[src/rtl/rom_stream_pkg.sv]
// Shared types and helpers for the ROM frame streamer: FSM states, per-pixel
// stream flags and a constant-safe clog2.
package rom_stream_pkg;

    typedef enum logic [1:0] {
        IDLE  = 2'd0,
        ISSUE = 2'd1,
        DRAIN = 2'd2
    } state_t;

    typedef struct packed {
        logic sof;
        logic eol;
        logic eof;
    } flags_t;

    localparam int FLAGS_W = $bits(flags_t);

    // Never returns less than 1 so degenerate sizes still give a legal vector.
    function automatic int clog2(input int value);
        int r;
        r = 1;
        while ((1 << r) < value) r = r + 1;
        return r;
    endfunction

endpackage

[src/rtl/rom_stream_fifo.sv]
// Small synchronous show-ahead FIFO with occupancy count; dout always shows the
// head entry, so a pop simply advances to the next one.
module rom_stream_fifo
    import rom_stream_pkg::*;
#(
    parameter int WIDTH = 8,
    parameter int DEPTH = 4,
    parameter int CW    = clog2(DEPTH + 1)
) (
    input  logic             clk,
    input  logic             rst,
    input  logic             push,
    input  logic [WIDTH-1:0] din,
    input  logic             pop,
    output logic [WIDTH-1:0] dout,
    output logic [CW-1:0]    count
);

    localparam int            PW       = clog2(DEPTH);
    localparam logic [PW-1:0] PTR_LAST = PW'(DEPTH - 1);

    logic [DEPTH-1:0][WIDTH-1:0] mem;
    logic [PW-1:0]               wr_ptr;
    logic [PW-1:0]               rd_ptr;
    logic                        do_push;
    logic                        do_pop;

    assign do_pop  = pop && (count != '0);
    assign do_push = push && ((count != CW'(DEPTH)) || do_pop);
    assign dout    = mem[rd_ptr];

    always_ff @(posedge clk) begin
        if (rst) begin
            mem    <= '0;
            wr_ptr <= '0;
            rd_ptr <= '0;
            count  <= '0;
        end else begin
            if (do_push) begin
                mem[wr_ptr] <= din;
                wr_ptr      <= (wr_ptr == PTR_LAST) ? '0 : wr_ptr + 1'b1;
            end
            if (do_pop)
                rd_ptr <= (rd_ptr == PTR_LAST) ? '0 : rd_ptr + 1'b1;
            case ({do_push, do_pop})
                2'b10:   count <= count + 1'b1;
                2'b01:   count <= count - 1'b1;
                default: count <= count;
            endcase
        end
    end

endmodule

[src/rtl/rom_frame_streamer.sv]
// Streams a stored image out of a stall-less single-port ROM in raster order as
// a valid/ready pixel stream; a credit-limited FIFO absorbs back-pressure.
module rom_frame_streamer
    import rom_stream_pkg::*;
#(
    parameter int ADDR_WIDTH = 16,
    parameter int DATA_WIDTH = 24,
    parameter int IMG_W      = 256,
    parameter int IMG_H      = 256,
    parameter int BASE_ADDR  = 0,
    parameter int RD_LATENCY = 1,
    parameter int LOOP_EN    = 0
) (
    input  logic                  clk,
    input  logic                  rst,
    input  logic                  start,
    output logic                  busy,
    output logic                  done,
    output logic [ADDR_WIDTH-1:0] rom_addr,
    input  logic [DATA_WIDTH-1:0] rom_rd_data,
    output logic                  m_valid,
    input  logic                  m_ready,
    output logic [DATA_WIDTH-1:0] m_data,
    output logic                  m_sof,
    output logic                  m_eol,
    output logic                  m_eof
);

    localparam int FIFO_DEPTH = RD_LATENCY + 2;
    localparam int CW         = clog2(FIFO_DEPTH + 1);
    localparam int XW         = clog2(IMG_W);
    localparam int YW         = clog2(IMG_H);
    localparam int FW         = DATA_WIDTH + FLAGS_W;

    localparam logic [ADDR_WIDTH-1:0] BASE   = ADDR_WIDTH'(BASE_ADDR);
    localparam logic [XW-1:0]         X_LAST = XW'(IMG_W - 1);
    localparam logic [YW-1:0]         Y_LAST = YW'(IMG_H - 1);

    if ((RD_LATENCY < 1) || (RD_LATENCY > 2) || (IMG_W < 2) || (IMG_H < 1) ||
        (longint'(BASE_ADDR) + longint'(IMG_W) * longint'(IMG_H) >
         (longint'(1) << ADDR_WIDTH))) begin : g_bad_params
        $fatal(1, "rom_frame_streamer: illegal geometry or RD_LATENCY");
    end

    state_t                  state;
    state_t                  state_nxt;
    logic [XW-1:0]           x;
    logic [YW-1:0]           y;
    logic [RD_LATENCY-1:0]   tag_vld;
    flags_t [RD_LATENCY-1:0] tag_flags;
    flags_t                  cur_flags;
    flags_t                  head_flags;
    logic [CW-1:0]           inflight;
    logic [CW-1:0]           fifo_count;
    logic [FW-1:0]           fifo_dout;
    logic                    credit;
    logic                    issue;
    logic                    pop;
    logic                    start_ok;

    assign cur_flags.sof = (x == '0) && (y == '0);
    assign cur_flags.eol = (x == X_LAST);
    assign cur_flags.eof = (x == X_LAST) && (y == Y_LAST);

    always_comb begin
        inflight = '0;
        for (int i = 0; i < RD_LATENCY; i++)
            inflight = inflight + CW'(tag_vld[i]);
    end

    // Every read in the ROM pipe already owns a FIFO slot, so the push side
    // never has to stall something that cannot stall.
    assign credit   = (int'(fifo_count) + int'(inflight)) < FIFO_DEPTH;
    assign issue    = (state == ISSUE) && credit;
    assign start_ok = (state == IDLE) && start;
    assign busy     = (state != IDLE);

    assign head_flags = flags_t'(fifo_dout[FW-1 -: FLAGS_W]);
    assign m_valid    = (fifo_count != '0);
    assign pop        = m_valid && m_ready;
    assign m_data     = m_valid ? fifo_dout[DATA_WIDTH-1:0] : '0;
    assign m_sof      = m_valid && head_flags.sof;
    assign m_eol      = m_valid && head_flags.eol;
    assign m_eof      = m_valid && head_flags.eof;

    // In loop mode the last issue wraps straight into the next frame, which
    // keeps the stream gap-free across frame boundaries.
    always_comb begin
        state_nxt = state;
        case (state)
            IDLE:    if (start) state_nxt = ISSUE;
            ISSUE:   if (issue && cur_flags.eof && (LOOP_EN == 0)) state_nxt = DRAIN;
            DRAIN:   if (pop && head_flags.eof) state_nxt = IDLE;
            default: state_nxt = IDLE;
        endcase
    end

    always_ff @(posedge clk) begin
        if (rst) begin
            state     <= IDLE;
            x         <= '0;
            y         <= '0;
            rom_addr  <= BASE;
            tag_vld   <= '0;
            tag_flags <= '0;
            done      <= 1'b0;
        end else begin
            state        <= state_nxt;
            done         <= pop && head_flags.eof;
            tag_vld[0]   <= issue;
            tag_flags[0] <= cur_flags;
            for (int i = 1; i < RD_LATENCY; i++) begin
                tag_vld[i]   <= tag_vld[i-1];
                tag_flags[i] <= tag_flags[i-1];
            end
            if (start_ok) begin
                x        <= '0;
                y        <= '0;
                rom_addr <= BASE;
            end else if (issue) begin
                if (cur_flags.eof) begin
                    x        <= '0;
                    y        <= '0;
                    rom_addr <= BASE;
                end else begin
                    rom_addr <= rom_addr + 1'b1;
                    if (cur_flags.eol) begin
                        x <= '0;
                        y <= y + 1'b1;
                    end else begin
                        x <= x + 1'b1;
                    end
                end
            end
        end
    end

    rom_stream_fifo #(
        .WIDTH (FW),
        .DEPTH (FIFO_DEPTH),
        .CW    (CW)
    ) u_fifo (
        .clk   (clk),
        .rst   (rst),
        .push  (tag_vld[RD_LATENCY-1]),
        .din   ({tag_flags[RD_LATENCY-1], rom_rd_data}),
        .pop   (pop),
        .dout  (fifo_dout),
        .count (fifo_count)
    );

endmodule

[config.mk]
export PLATFORM = sky130hd
export DESIGN_NAME = rom_frame_streamer
export DESIGN_NICKNAME = d
export VERILOG_FILES = /design/src/rtl/rom_stream_pkg.sv /design/src/rtl/rom_stream_fifo.sv /design/src/rtl/rom_frame_streamer.sv
export SDC_FILE = /design/constraint.sdc
export NUM_CORES = 1
export LEC_CHECK = 0
export CAP_MARGIN = 20
export CELL_PAD_IN_SITES_DETAIL_PLACEMENT = 1
export CELL_PAD_IN_SITES_GLOBAL_PLACEMENT = 2
export CORE_ASPECT_RATIO = 1.25
export CORE_MARGIN = 2
export CORE_UTILIZATION = 33
export DETAILED_ROUTE_END_ITERATION = 16
export PLACE_DENSITY_LB_ADDON = 0.05
export SKIP_LAST_GASP = 1
export SLEW_MARGIN = 20
export SYNTH_ARGS = -nofsm -noshare
export SYNTH_HDL_FRONTEND = slang
export SYNTH_SLANG_ARGS = --single-unit
[constraint.sdc]
create_clock -name clk -period 3.6 [get_ports clk]
set_input_delay 0.54 -clock clk [delete_from_list [all_inputs] [get_ports clk]]
set_output_delay 0.54 -clock clk [all_outputs]
set_load 0.02 [all_outputs]
After elaboration in Yosys (flattened, before gate mapping) --
Cells that the tools add are included.
Storage, ports and cells: flip-flop bits (word level) 126, input port bits 28, logic and storage cells 81
Cells by class: $add $sub $neg 8, magnitude comparators 4, eq/ne operators 12, mux-type cells 18, reductions and logical operators 24
Operators by type and width (count):
- bitwise mux 81 bit | 1
- binary-select mux 27 bit (select 2 bit) | 1
- demux 27 bit (select 2 bit) | 1
- two-way mux 27 bit | 2
- two-way mux 8 bit | 4
- two-way mux 24 bit | 1
- adder 16 x 1 -> 16 bit, second input constant | 1
- adder 8 x 1 -> 8 bit, second input constant | 2
- equality test 8 bit, second input constant | 2
- logical NOT 8 bit | 2
- two-way mux 16 bit | 1
- logical AND 1 bit | 13
- two-way mux 2 bit | 5
- equality test 2 bit, second input constant | 4
- nonzero test 2 bit | 4
- adder 2 x 1 -> 2 bit, second input constant | 3
- less-than comparator 2 x 3 -> 1 bit, second input constant | 2
- inequality test 2 bit, second input constant | 3
- case mux 2 bit (3 select lines) | 1
- equality test 2 x 1 -> 1 bit, second input constant | 2
- case mux 2 bit (2 select lines) | 1
- adder 2 x 1 -> 3 bit | 1
- less-than comparator 3 x 2 -> 1 bit, second input constant | 1
- AND reduction 3 bit | 1
- 7 further kinds | 7

Depth between registers and ports, before layout --
word-level depth 7, gate-level depth with buffers 9, mapped depth without buffers 6

Cells and area by module --
From an unflattened synthesis, not the netlist that was laid out.
Second synthesis, totals: cell total of the unflattened synthesis 668, area, all modules 6094.6 um2
Modules (own cells, without submodules):
- rom_stream_fifo | times used 1, cells each 421, area an instance 4097.7 um2, seq. area each 1741.7 um2
- rom_frame_streamer | times used 1, cells each 247, area an instance 1996.9 um2, seq. area each 780.7 um2

Worst setup path after synthesis --
Ideal clock, no wire load.
path type register -> register, from register tag_vld, to register y[7], library setup time 0.070 ns, arrival 2.445 ns, required time 3.530 ns, setup slack 1.085 ns, stages on the path, launching flop included 9, period minus slack after synthesis 2.515 ns, path through dfxtp_1 -> ha_1 -> ha_1 -> or3b_1 -> buf_2 -> or4_4 -> buf_6 -> or4_1 -> a21oi_1
Between the ends: word-level cells in the longest chain between the ends 4
RTL lines:
- start: declaration | line rom_frame_streamer.sv:49 | logic [RD_LATENCY-1:0] tag_vld;
- start signal: indexed assignment | line rom_frame_streamer.sv:113 | tag_vld[i] <= tag_vld[i-1];
- adder 2 x 1 -> 3 bit | line rom_frame_streamer.sv:73 | assign credit = (int'(fifo_count) + int'(inflight)) < FIFO_DEPTH;
- less-than comparator 3 x 2 -> 1 bit | line rom_frame_streamer.sv:73
- logical AND 1 bit | line rom_frame_streamer.sv:74 | assign issue = (state == ISSUE) && credit;
- AND reduction 2 bit (no line)
- end signal: assignment | line rom_frame_streamer.sv:129 | y <= y + 1'b1;
- end: declaration | line rom_frame_streamer.sv:48 | logic [YW-1:0] y;
No other way between the ends. A chain may end at the register's enable or synchronous reset.

Worst setup path after layout --
from register u_fifo.rd_ptr[0], to output m_data[0]
Between the ends: word-level cells in the longest chain between the ends 3
RTL lines:
- start: declaration | line rom_stream_fifo.sv:24 | logic [PW-1:0] rd_ptr;
- start signal: assignment | line rom_stream_fifo.sv:44 | rd_ptr <= (rd_ptr == PTR_LAST) ? '0 : rd_ptr + 1'b1;
- binary-select mux 27 bit (select 2 bit) | line rom_stream_fifo.sv:30 | assign dout = mem[rd_ptr];
- two-way mux 27 bit (not written as such) | line rom_stream_fifo.sv:30
- two-way mux 24 bit | line rom_frame_streamer.sv:81 | assign m_data = m_valid ? fifo_dout[DATA_WIDTH-1:0] : '0;
- end: declaration | line rom_frame_streamer.sv:23 | output logic [DATA_WIDTH-1:0] m_data,
No other way between the ends. The select of a mux whose other input is x is not followed.

==> impl_metrics.json <==
{
  "status": "complete, no violations",
  "nNetsFinal": 779,
  "synthTopCellsByArea": "dfxtp_1 (45%), mux2i_1 (9.9%), nand2_1 (9.8%)",
  "clk_pin_slew_ns": 0.05,
  "critical-path-top-delay-family": "buffers and inverters",
  "clk_latency_ns": 0.42,
  "portBuffers": 73,
  "clock_skew_ns": 0.00703,
  "drc": 0,
  "async_flop_share_pct": 0,
  "setup_ws_ns": 0.629,
  "gp_congestion": 0.767,
  "post_cts_buffers": 0,
  "pin_count": 74,
  "crit_path_max_fanout": 17,
  "end_kind": "primary output",
  "antenna_found_initial": 0,
  "finalSetupTns_ns": 0,
  "cts_root_buffer": "clkbuf_16",
  "grt_pass1_vias": 5184,
  "crit_buf_inv": 2,
  "p_leak_nw": 2.61,
  "die-area_sq_um": 18200,
  "grt_max_degree": 52,
  "synth_ff_type": "dfxtp_1",
  "yosysWarnings": 0,
  "wire_per_inst_microns": 16.1,
  "hp-start": "u_fifo.mem[24]",
  "clockBufferDepth": 2,
  "cts.sinks": 126,
  "slew_viol_final": 0,
  "hold_ws_ns": 0.452,
  "core_region_area_sq_um": 16800,
  "synth_nets": 723,
  "max_cap_viol_count": 0,
  "htreeDepth": 4,
  "seq_power_share_pct": 40.4,
  "rrSetupSlack_ns": 0.79,
  "grt_overflow_total": 0,
  "fin_crit_sh_pct": 82.5,
  "synth_edf_count": 0,
  "r2r-start": "tag_vld",
  "slew_headroom_pct": 34.3,
  "vias": 4984,
  "die_x_microns": 121,
  "cpMaxStageDelayCell": "dfxtp_2",
  "tightestPinTransition_ns": 0.986,
  "fillCellCount": 1954,
  "intPower_w": 0.00275,
  "vdd_drop_max_mv": 0.278,
  "ys_seq_area_share_pct": 44.6,
  "dpl_worst_slack_ns": 0.780,
  "hp-class": "reg -> reg",
  "drive_above_1_share_pct": 6.35,
  "syn_avg_cell_area_sq_um": 8.23,
  "hold_viol_final": 0,
  "cp_data_arrival_time_ns": 2.43,
  "setup_viol": 0,
  "hold_depth": 2,
  "syn_inst": 687,
  "p_sw_w": 0.000908,
  "critPathRequiredTime_ns": 3.06,
  "path_class": "reg -> out",
  "area_growth_pct": 27.4,
  "numCtsBuffers": 17,
  "postCtsHoldBufs": 0,
  "antenna_left": 0,
  "rsz0062_at_grt": "no",
  "synth_cell_type_count": 40,
  "viasPerCell": 5.11,
  "min_period_ns": 2.97,
  "clkPwrFrac_pct": 47.6,
  "power.switching_fraction_pct": 24.8,
  "holdPathEnd": "u_fifo.mem[24]",
  "syn_area_sq_um": 5650,
  "gr-usage-all-layers_pct": 18.2,
  "yosys_register_bits": 126,
  "drt_iter0_markers": 187,
  "reg2reg_depth": 7,
  "start_kind": "flop",
  "hpwl_microns": 10100,
  "ctsResizeCount": 0,
  "initial_utilization_pct": 33.7,
  "grt_pass1_wl_microns": 26000,
  "comb_power_share_pct": 12.0,
  "rows": 53,
  "diodes": 0,
  "slowest_delay_ns": 0.61,
  "wirelength_microns": 15700,
  "synth.top_cell.area_share_pct": 44.6,
  "yosysTopAreaCell": "dfxtp_1",
  "dr.pass1.iters": 4,
  "fmax_ghz": 0.337,
  "timing.rr.end": "rom_addr[6]",
  "fp.dieH_microns": 150,
  "tritoncts": "yes",
  "power_density_nw_per_um2": 509,
  "timing.critical_path.cells": "buf_4 -> mux2i_1 -> o22ai_1 -> and2_1 -> clkdlybuf4s50_1"
}
per-stage QoR:
stage          area (sq um)  util, %  total power (W)  instances
5_1_grt                7200     42.9          0.00382        976
4_1_cts                7200     42.9          0.00372        976
6_report               7200     42.9          0.00366        976
3_3_place_gp           6590     39.3          0.00195        944
3_5_place_dp           6590     39.3          0.00196        944
2_1_floorplan          5650        -          0.00177        687
synthesized netlist by cell type (all sizes together) (2+ instances only):
master / count
or3: 8
dfxtp: 126
nand4bb: 2
nor3b: 3
o31ai: 8
xor2: 7
nor4: 7
mux2i: 56
and3: 3
nor2b: 2
xnor2: 12
and4b: 2
nor3: 6
and2: 28
clkbuf: 40
nand4: 8
or4: 10
buf: 8
ha: 8
nor2: 55
o21ai: 9
nand2: 148
inv: 9
a21oi: 74
nand3: 11
o22ai: 26
nand4b: 3
cell families (layout without fill, tap and decap cells):
group / count (synthesis) / count (layout) / share of synthesized area, %
buf+inv: 57 / 126 / 4.03
simple gates: 302 / 302 / 25.1
flops: 126 / 126 / 44.6
xor+xnor: 19 / 19 / 2.94
fa+ha+maj: 8 / 8 / 1.77
compound gates: 119 / 119 / 11.6
mux: 56 / 56 / 9.92
worst max path at each step:
stage / start / to / slack (ns) / cells past startpoint
after CTS: u_fifo.rd_ptr[0] / m_data[0] / 0.58 / 5
after global routing: u_fifo.rd_ptr[0] / m_data[0] / 0.50 / 5
after floorplan: tag_vld / y[7] / 1.09 / 8
after global placement: tag_vld / rom_addr[6] / 0.85 / 7
final: u_fifo.rd_ptr[0] / m_data[0] / 0.63 / 5
after detailed placement: tag_vld / rom_addr[6] / 0.78 / 7
final cells by class:
cell class              count  area, sq um  share of cell area [%]
clock buffers              27          533                    7.40
clock inverters             5         75.1                    1.04
inverters                   9         33.8                   0.469
multi-input cells         504         2920                    40.5
flip-flops and latches    126         2520                    35.1
well taps                 220          275                    3.82
repair buffers             85          841                    11.7
sequential cells by signal, summed over array words and instances (netlist names):
name           cells
tag_vld            1
done               1
tag_flags          3
state              2
u_fifo.mem        81
y                  8
x                  8
u_fifo.wr_ptr      2
u_fifo.count       2
rom_addr          16
u_fifo.rd_ptr      2
layout by cell type, fill, tap and decap left out, types with 7 or more instances in the layout:
master           instances
a21oi_1                 74
and2_1                  28
buf_4                   10
clkbuf_16               17
clkbuf_8                 7
clkdlybuf4s50_1         72
dfxtp_1                124
ha_1                     8
inv_1                    9
mux2i_1                 56
nand2_1                148
nand3_1                 11
nand4_1                  8
nor2_1                  55
nor4_1                   7
o22ai_1                 26
o31ai_1                  8
or3_1                    8
or4_1                    9
xnor2_1                 12
xor2_1                   7
routing by layer:
metal	vias to the layer above	GRT usage, %	share of wire (%)
met2	71	32.5	51
met1	2427	21.2	44
met5	-	0	0
met4	0	7.15	1.6
li1	2468	-	-
met3	18	3.67	2.8
tightest hold or removal path, cell delays in order (launching register included):
cell	delay (ns)
dfxtp_1	0.30
nand2_1	0.05
a21oi_1	0.05
power by group through the flow:
stage               logic (W)  clock network, W  registers [W]
floorplan            0.000289                 0        0.00148
global placement     0.000439                 0        0.00151
detailed placement   0.000449                 0        0.00151
CTS                  0.000451           0.00179        0.00148
global route         0.000487           0.00184        0.00149
finish               0.000439           0.00174        0.00148
(Power assumes the default switching activity.)
